## src/rtl/evm_ballot_pkg.sv

```systemverilog
// Shared types and defaults for the EVM voter-side ballot front end.
// WIDTH falls back to 8 when the project-wide `WIDTH define is absent.
`ifndef WIDTH
`define WIDTH 8
`endif

package evm_ballot_pkg;

  typedef enum logic [1:0] {
    IDLE    = 2'd0,
    ARMED   = 2'd1,
    CAST    = 2'd2,
    RELEASE = 2'd3
  } ballot_state_e;

  typedef enum logic [1:0] {
    NONE = 2'd0,
    C1   = 2'd1,
    C2   = 2'd2,
    C3   = 2'd3
  } cand_e;

  localparam int DEF_DEBOUNCE_CYCLES = 4;
  localparam int DEF_TIMEOUT_CYCLES  = 1000;

  function automatic cand_e rise_to_cand(input logic [2:0] rise);
    case (rise)
      3'b001:  return C1;
      3'b010:  return C2;
      3'b100:  return C3;
      default: return NONE;
    endcase
  endfunction

  function automatic logic [2:0] cand_to_onehot(input cand_e c);
    case (c)
      C1:      return 3'b001;
      C2:      return 3'b010;
      C3:      return 3'b100;
      default: return 3'b000;
    endcase
  endfunction

endpackage

```

## src/rtl/evm_ballot_unit_debounce.sv

```systemverilog
// One button channel: 2-flop synchronizer, stable-sample debouncer, and a
// registered rising-edge pulse on the debounced level.
module evm_debounce
  import evm_ballot_pkg::*;
#(
  parameter int DEBOUNCE_CYCLES = DEF_DEBOUNCE_CYCLES
) (
  input  logic clk_i,
  input  logic rst_ni,
  input  logic raw_i,
  output logic level_o,
  output logic rise_o
);

  localparam int CW = (DEBOUNCE_CYCLES > 1) ? $clog2(DEBOUNCE_CYCLES) : 1;
  localparam logic [CW-1:0] CNT_LAST = CW'(DEBOUNCE_CYCLES - 1);

  logic          sync1_q, sync2_q;
  logic          level_q, level_d;
  logic          prev_q, rise_q;
  logic [CW-1:0] cnt_q, cnt_d;

  // Count consecutive samples that disagree with the level; agreement restarts it.
  always_comb begin
    level_d = level_q;
    cnt_d   = '0;
    if (sync2_q != level_q) begin
      if (cnt_q == CNT_LAST) level_d = sync2_q;
      else                   cnt_d   = cnt_q + CW'(1);
    end
  end

  always_ff @(posedge clk_i or negedge rst_ni) begin
    if (!rst_ni) begin
      sync1_q <= 1'b0;
      sync2_q <= 1'b0;
      level_q <= 1'b0;
      cnt_q   <= '0;
      prev_q  <= 1'b0;
      rise_q  <= 1'b0;
    end else begin
      sync1_q <= raw_i;
      sync2_q <= sync1_q;
      level_q <= level_d;
      cnt_q   <= cnt_d;
      prev_q  <= level_q;
      rise_q  <= level_q & ~prev_q;
    end
  end

  assign level_o = level_q;
  assign rise_o  = rise_q;

endmodule

```

## src/rtl/evm_ballot_unit.sv

```systemverilog
// Ballot front end: conditions buttons and officer release, enforces one vote
// per release. Optional audit outputs are enabled by EVM_BALLOT_AUDIT_EN.
module evm_ballot_unit
  import evm_ballot_pkg::*;
#(
  parameter int DEBOUNCE_CYCLES = DEF_DEBOUNCE_CYCLES,
  parameter int TIMEOUT_CYCLES  = DEF_TIMEOUT_CYCLES,
  parameter int WIDTH           = `WIDTH
) (
  input  logic             clk,
  input  logic             rst,
  input  logic             switch_on_evm,
  input  logic             officer_enable,
  input  logic             btn_candidate_1,
  input  logic             btn_candidate_2,
  input  logic             btn_candidate_3,
  output logic             vote_candidate_1,
  output logic             vote_candidate_2,
  output logic             vote_candidate_3,
  output logic             candidate_ready,
  output logic             ballot_armed,
  output logic             multi_press_err,
  output logic             timeout,
  output logic [WIDTH-1:0] ballots_cast,
  output ballot_state_e    dbg_state
`ifdef EVM_BALLOT_AUDIT_EN
  , output logic [1:0]       last_candidate
  , output logic [WIDTH-1:0] forfeited_cnt
`endif
);

  localparam int TW = $clog2(TIMEOUT_CYCLES + 1);
  localparam logic [TW-1:0] TMO_LAST = TW'(TIMEOUT_CYCLES - 1);

  logic [2:0] btn_raw, level, rise;
  logic [1:0] n_rise;

  assign btn_raw = {btn_candidate_3, btn_candidate_2, btn_candidate_1};

  for (genvar g = 0; g < 3; g++) begin : g_btn
    evm_debounce #(.DEBOUNCE_CYCLES(DEBOUNCE_CYCLES)) u_deb (
      .clk_i  (clk),
      .rst_ni (rst),
      .raw_i  (btn_raw[g]),
      .level_o(level[g]),
      .rise_o (rise[g])
    );
  end

  // Officer release is level-synchronized and edge-detected, no debounce.
  logic off_s1_q, off_s2_q, off_prev_q, off_rise;
  assign off_rise = off_s2_q & ~off_prev_q;

  ballot_state_e    state_q, state_d;
  cand_e            cand_q, cand_d;
  logic [TW-1:0]    tmo_q, tmo_d;
  logic             err_d, tmo_pulse_d;
  logic [2:0]       vote_q;
  logic             ready_q, armed_q, err_q, tmo_pulse_q;
  logic [WIDTH-1:0] ballots_q;

  assign n_rise = 2'(rise[0]) + 2'(rise[1]) + 2'(rise[2]);

  always_comb begin
    state_d     = state_q;
    cand_d      = cand_q;
    tmo_d       = tmo_q;
    err_d       = 1'b0;
    tmo_pulse_d = 1'b0;
    case (state_q)
      IDLE: begin
        tmo_d = '0;
        if (off_rise && level == 3'b000) state_d = ARMED;
      end
      ARMED: begin
        tmo_d = tmo_q + TW'(1);
        // An edge is only clean if no other button is already held down.
        if (n_rise > 2'd1 || (n_rise == 2'd1 && (level & ~rise) != 3'b000)) begin
          err_d   = 1'b1;
          state_d = RELEASE;
        end else if (n_rise == 2'd1) begin
          cand_d  = rise_to_cand(rise);
          state_d = CAST;
        end else if (tmo_q == TMO_LAST) begin
          tmo_pulse_d = 1'b1;
          state_d     = IDLE;
        end
      end
      CAST:    state_d = RELEASE;
      RELEASE: if (level == 3'b000) state_d = IDLE;
      default: state_d = IDLE;
    endcase
    if (!switch_on_evm) begin
      state_d     = IDLE;
      err_d       = 1'b0;
      tmo_pulse_d = 1'b0;
    end
  end

  always_ff @(posedge clk or negedge rst) begin
    if (!rst) begin
      off_s1_q    <= 1'b0;
      off_s2_q    <= 1'b0;
      off_prev_q  <= 1'b0;
      state_q     <= IDLE;
      cand_q      <= NONE;
      tmo_q       <= '0;
      vote_q      <= 3'b000;
      ready_q     <= 1'b0;
      armed_q     <= 1'b0;
      err_q       <= 1'b0;
      tmo_pulse_q <= 1'b0;
      ballots_q   <= '0;
    end else begin
      off_s1_q    <= officer_enable;
      off_s2_q    <= off_s1_q;
      off_prev_q  <= off_s2_q;
      state_q     <= state_d;
      cand_q      <= cand_d;
      tmo_q       <= tmo_d;
      vote_q      <= (state_d == CAST) ? cand_to_onehot(cand_d) : 3'b000;
      ready_q     <= (state_d == ARMED) || (state_d == CAST);
      armed_q     <= (state_d == ARMED);
      err_q       <= err_d;
      tmo_pulse_q <= tmo_pulse_d;
      if (state_d == CAST && ballots_q != '1) ballots_q <= ballots_q + WIDTH'(1);
    end
  end

  assign vote_candidate_1 = vote_q[0];
  assign vote_candidate_2 = vote_q[1];
  assign vote_candidate_3 = vote_q[2];
  assign candidate_ready  = ready_q;
  assign ballot_armed     = armed_q;
  assign multi_press_err  = err_q;
  assign timeout          = tmo_pulse_q;
  assign ballots_cast     = ballots_q;
  assign dbg_state        = state_q;

`ifdef EVM_BALLOT_AUDIT_EN
  logic [1:0]       last_q;
  logic [WIDTH-1:0] forfeit_q;

  always_ff @(posedge clk or negedge rst) begin
    if (!rst) begin
      last_q    <= 2'd0;
      forfeit_q <= '0;
    end else begin
      if (state_d == CAST) last_q <= cand_d;
      if ((err_d || tmo_pulse_d) && forfeit_q != '1) forfeit_q <= forfeit_q + WIDTH'(1);
    end
  end

  assign last_candidate = last_q;
  assign forfeited_cnt  = forfeit_q;
`endif

endmodule

```

## config.mk

```make
export PLATFORM = sky130hd
export DESIGN_NAME = evm_ballot_unit
export DESIGN_NICKNAME = d
export VERILOG_FILES = /design/src/rtl/evm_ballot_pkg.sv /design/src/rtl/evm_ballot_unit_debounce.sv /design/src/rtl/evm_ballot_unit.sv
export SDC_FILE = /design/constraint.sdc
export NUM_CORES = 1
export LEC_CHECK = 0
export CAP_MARGIN = 20
export CORE_ASPECT_RATIO = 1.25
export CORE_MARGIN = 2
export CORE_UTILIZATION = 55
export DETAILED_ROUTE_END_ITERATION = 7
export PLACE_DENSITY = 0.8
export SLEW_MARGIN = 15
export SYNTH_ARGS = -nofsm -noshare
export SYNTH_HDL_FRONTEND = slang
export SYNTH_SLANG_ARGS = --single-unit
```

## constraint.sdc

```tcl
create_clock -name clk -period 3.3 [get_ports clk]
set_input_delay 0.66 -clock clk [delete_from_list [all_inputs] [get_ports clk]]
set_output_delay 0.66 -clock clk [all_outputs]
set_load 0.01 [all_outputs]
```

# After elaboration in Yosys (flattened, before gate mapping)
# Index checks and enable logic that the tools add are counted.
# classes
order_cmp	1
n_mux	28
addsub	7
bitwise	10
reduce_logical	12
eq_ne	20
# ops
operator	n
two-way mux 2 bit	15
case mux 10 bit (2 select lines)	1
equality test 2 bit (second input constant)	8
adder 10 x 1 -> 10 bit (second input constant)	1
equality test 10 bit (second input constant)	1
case mux 3 bit (3 select lines)	1
adder 8 x 1 -> 8 bit (second input constant)	1
equality test 2 x 1 -> 1 bit (second input constant)	4
two-way mux 1 bit	8
!= test 8 bit (second input constant)	1
case mux 2 bit (4 select lines)	1
adder 2 x 1 -> 2 bit (second input constant)	3
case mux 2 bit (3 select lines)	1
AND reduction 2 bit	3
AND 1 bit	4
inverter 1 bit	4
AND 3 bit	1
equality test 3 x 1 -> 1 bit (second input constant)	1
equality test 3 x 2 -> 1 bit (second input constant)	1
equality test 3 bit (second input constant)	1
logical AND 1 bit	3
logical NOT 3 bit	1
two-way mux 3 bit	1
!= test 1 bit	3
8 further kinds	9
# word_totals
reg_bits	53
output_inout_bits	17
elab_cells	108

# Logic depth before layout (Yosys ltp)
# logic_depth
ltp_word	10
depth_mapped	13

# Cells and area by module
# Synthesis repeated with hierarchy kept, for this count alone.
# hier_totals
cells_unflattened	189
area_unflattened_um2	2234.6
# modules_own_cells
module	n_inst	seq_area_each_um2	cells_per_inst	area_each_um2
evm_ballot_unit	1	800.8	150	1544.0
evm_debounce	3	175.2	13	230.2

# Worst setup path before layout
# Ideal clock, no wire load.
# synth_path
path_type	register -> register
from	register g_btn[0].u_deb.rise_q
to	register ballots_q[1] (netlist: ballots_cast[1])
setup_time_ns	0.125
setup_slack_ns	0.485
stages_incl_launch_ff	12
t_arrival_ns	2.691
synth_period_minus_slack_ns	2.815
path_buffers	2
cell_sequence	dfrtp_1 > inv_1 > fa_1 > and4bb_1 > nand4_1 > buf_6 > nand2_2 > or3_1 > ha_1 > buf_2 > o21ai_1 > mux2_2
# synth_between
elab_chain_cells	10
# synth_rtl
item	line	rtl
start, declared	evm_ballot_unit_debounce.sv:20	logic prev_q, rise_q;
start signal, assigned	evm_ballot_unit_debounce.sv:47	rise_q <= level_q & ~prev_q;
adder 1 x 1 -> 2 bit or inverter 3 bit (tied branches)	evm_ballot_unit.sv:62, evm_ballot_unit.sv:78	
adder 2 x 1 -> 2 bit or AND 3 bit (tied branches)	evm_ballot_unit.sv:62, evm_ballot_unit.sv:78	
equality test 2 x 1 -> 1 bit or nonzero test 3 bit (tied branches)	evm_ballot_unit.sv:78, evm_ballot_unit.sv:81	
logical AND 1 bit	evm_ballot_unit.sv:78	if (n_rise > 2'd1 || (n_rise == 2'd1 && (level & ~rise) != 3'b000)) begin
logical OR 1 bit	evm_ballot_unit.sv:78	
two-way mux 2 bit (*)	evm_ballot_unit.sv:78	
case mux 2 bit (4 select lines) (*)	evm_ballot_unit.sv:70	case (state_q)
two-way mux 2 bit (*)	evm_ballot_unit.sv:93	if (!switch_on_evm) begin
equality test 2 bit (*)	evm_ballot_unit.sv:126	if (state_d == CAST && ballots_q != '1) ballots_q <= ballots_q + WIDTH'(1);
logical AND 1 bit (*)	evm_ballot_unit.sv:126	
end signal, assigned	evm_ballot_unit.sv:126	
end, declared	evm_ballot_unit.sv:60	logic [WIDTH-1:0] ballots_q;
# Every way passes the cells marked *; elsewhere a longest branch is shown, timed or not.
# A chain may end at the register's enable or synchronous reset.

# Worst setup path in the final report
# layout_path
from	register g_btn[0].u_deb.rise_q
to	register ballots_q[7] (netlist: ballots_cast[7])
# Same word-level chain as after synthesis.

==> summary.md <==
| Metric | Value |
|---|---|
| Fin. Hold Viols | 0 |
| Hold-fix buffers, CTS | 0 |
| Total track usage | 0.198 |
| Synth area leader | dfrtp_1 |
| Worst Tran Pin Value | 0.626 ns |
| Hold slack | 0.354 ns |
| Setup TNS | 0 ns |
| Final Max Slew Viols | 0 |
| Routed len/inst | 14.4 um |
| Clk root buf | clkbuf_8 |
| Ranking of synthesized cells by area | dfrtp_1, ha_1, xnor2_1 |
| Critical Setup Path Class | flop to flop |
| CP max-delay cell | fa_1 |
| Clk sink count | 53 |
| Largest stage delay, worst path | 0.60 ns |
| Vias in the first global route | 1,533 |
| Syn_area_per_cell | 11.7 sq um |
| First-pass GRT wire length | 6.64 mm |
| Top_reg_cell synth | dfrtp_1 |
| Relative slew slack | 0.582 |
| PwrDens | 746 nW/um^2 |
| Worst r2r path cells | 10 |
| Instance count on the critical path | 10 |
| # DRC | 0 |
| Post-Layout Cell Count | 271 |
| Top cell type's share of synthesized area | 0.598 |
| Via count | 1,513 |
| DIE AREA | 4560 sq um |
| Post-route ant nets | 0 |
| Clk Latency, worst-skew pair | 0.30 ns |
| Syn nets | 204 |
| Post-DP Area | 2490 sq um |
| Yosys reg bits | 53 |
| DR WL met2 | 2.05 mm |
| Reg2reg start | g_btn[0].u_deb.rise_o$_DFF_PN0_ |
| Die Ht | 75.0 um |
| Unrepaired setup endpoints after global routing | false |
| Worst setup SP type | flop |
| Routed Wire Length | 3.90 mm |
| Buf+Inv Stages, Crit Path | 1 |
| Post-CTS setup buffer count | 0 |
| Critical path origin | g_btn[0].u_deb.rise_o$_DFF_PN0_ |
| Highest routed layer | met4 |
| Achievable Freq | 331 MHz |
| Clock buffer depth | 2 |
| Worst hold-check path type | flop to flop |
| H-Tree Depth | 2 |
| Asr flop ratio synth | 1.00 |
| Maximum VDD drop | 420 uV |
| Reg-to-reg critical path endpoint | ballots_cast[7]$_DFFE_PN0P_ |
| Status | finished clean |
| Cells along the critical path | inv_1 > fa_1 > nand4_1 > nor4_1 > or3_1 > ha_1 > nand3_1 > a211oi_1 > nand4_1 > xnor2_1 |
| Clock Skew | 0.00892 ns |
| Area delta synth->final | 17.9% |
| Top Ports | 24 |
| Worst-path clk slew | 0.09 ns |
| Most frequent cell after synthesis | dfrtp_1 |
| Most used cell, CP | nand4_1 |
| Crit path capture | ballots_cast[7]$_DFFE_PN0P_ |
| IO Port Bufs | 23 |
| DR WL met3 | 175 um |
| Fin crit period | 3.02 ns |
| FF-to-FF setup slack | 0.28 ns |
| Post-synth EDFFs | 0 |
| Final RePlAce weighted congestion | 0.907 |
| Top post-synthesis cells by count | dfrtp_1, nand2_1, xnor2_1 |
| YS warnings | 0 |
| Area taken by multi-input logic gates | 835 sq um |
| Crit-path max FO | 10 |
| Cell variety after synth | 44 |
| Avg Vias per Cell | 5.58 |
| Arrival time worst endpoint | 3.22 ns |
| TritonCTS clock tree | built |
| GRT overflow | 0 |
| Leak pwr | 1.11 nW |
| Share of layout cells above drive strength 1 | 0.0829 |
| Final setup fails | 0 |
| Seq/Total Area, Yosys | 0.598 |
| Total Power | 1.95 mW |
| Total CTS buffers | 5 |
| HPWL after detailed placement | 2.89 mm |
| Cell family with most CP delay | simple AND/OR/NAND/NOR gates |
| # nets final | 231 |
| Die width | 60.8 um |
| Post-route cell area | 2620 sq um |
| Syn Inst Count | 189 |
| Crit path required time | 3.50 ns |
| FILL cells | 295 |
| Fin crit share | 0.916 |
| DP Cell Count | 263 |
| Crit end category | flop |
| Register area | 1330 sq um |
| WL met1 | 1.62 mm |
| Drt pass-1 iters | 6 |
| Largest net degree at the start of global routing | 54 |
| Ant diodes | 0 |
| Pre-CTS setup slack | 0.311 ns |
| Max_cap viols | 0 |
| Mapped cell area | 2220 sq um |
| Core Region | 3820 sq um |
| Number of placement rows | 25 |
| Starting density of the core | 0.582 |
| Final worst slack | 0.278 ns |
| Initial antenna violation count | 0 |
| 1st-iter DRT viols | 124 |
| Final Util | 0.686 |
| Post-cts resize count | 0 |
placed cells by master (no fill, tap or decap), types with 4 or more instances in the layout:
cell type        count
nor2b_1              9
mux2_2               5
xnor2_1             10
nand3_1              9
inv_1                7
clkdlybuf4s50_1     22
nor3_1               8
a21oi_1              5
nand2_1             16
nand4_1              5
dfrtp_1             53
nand2b_1             4
nor2_1               8
ha_1                 7
clkbuf_8             6
o31ai_1              4
cell families after synthesis:
kind of cell	Yosys count	share of synthesized area
xor gates and xnor gates	11	0.0434
and+or+nand+nor	73	0.178
adders and majority gates	8	0.0485
DFF	53	0.598
buffers and inverters	12	0.0265
muxes	5	0.0254
AOI/OAI and AO/OA	27	0.0812
power by group:
group          internal (mW)  total (mW)  switching [mW]
Sequential             0.797       0.947           0.150
Clock                  0.246       0.445           0.199
Combinational          0.296       0.562           0.266
flip-flops by register name, summed over array words and instances (netlist names), 2 cells and up:
name,cells
tmo_q,10
ballots_cast,8
g_btn.u_deb.cnt_q,6
g_btn.u_deb.level_o,3
g_btn.u_deb.prev_q,3
g_btn.u_deb.rise_o,3
g_btn.u_deb.sync1_q,3
g_btn.u_deb.sync2_q,3
vote_q,3
cand_q,2
dbg_state,2
how the worst min path moves through the flow:
| stage | from | endpoint | slack, ns | depth (start not counted) |
|---|---|---|---|---|
| final | g_btn[2].u_deb.sync1_q$_DFF_PN0_ | g_btn[2].u_deb.sync2_q$_DFF_PN0_ | 0.35 | 0 |
| after global routing | g_btn[2].u_deb.sync1_q$_DFF_PN0_ | g_btn[2].u_deb.sync2_q$_DFF_PN0_ | 0.36 | 0 |
| after CTS | g_btn[2].u_deb.sync1_q$_DFF_PN0_ | g_btn[2].u_deb.sync2_q$_DFF_PN0_ | 0.36 | 0 |
| after detailed placement | g_btn[2].u_deb.sync1_q$_DFF_PN0_ | g_btn[2].u_deb.sync2_q$_DFF_PN0_ | 0.34 | 0 |
| after global placement | off_s1_q$_DFF_PN0_ | off_s2_q$_DFF_PN0_ | 0.33 | 0 |
| after floorplan | g_btn[0].u_deb.sync1_q$_DFF_PN0_ | g_btn[0].u_deb.sync2_q$_DFF_PN0_ | 0.33 | 0 |
per-layer routing:
metal | vias up | track usage
met1 | 743 | 0.232
met4 | 0 | 0.0652
met5 | - | 0
li1 | 709 | -
met3 | 9 | 0.0550
met2 | 52 | 0.346
final cells by class:
class	instances	share of cell area
flip-flops and latches	53	0.507
repair buffers	25	0.0927
well taps	54	0.0258
clock buffers	6	0.0315
multi-input cells	124	0.319
clock inverters	2	0.0143
inverters	7	0.0100
Power figures use the tool's default switching activity.
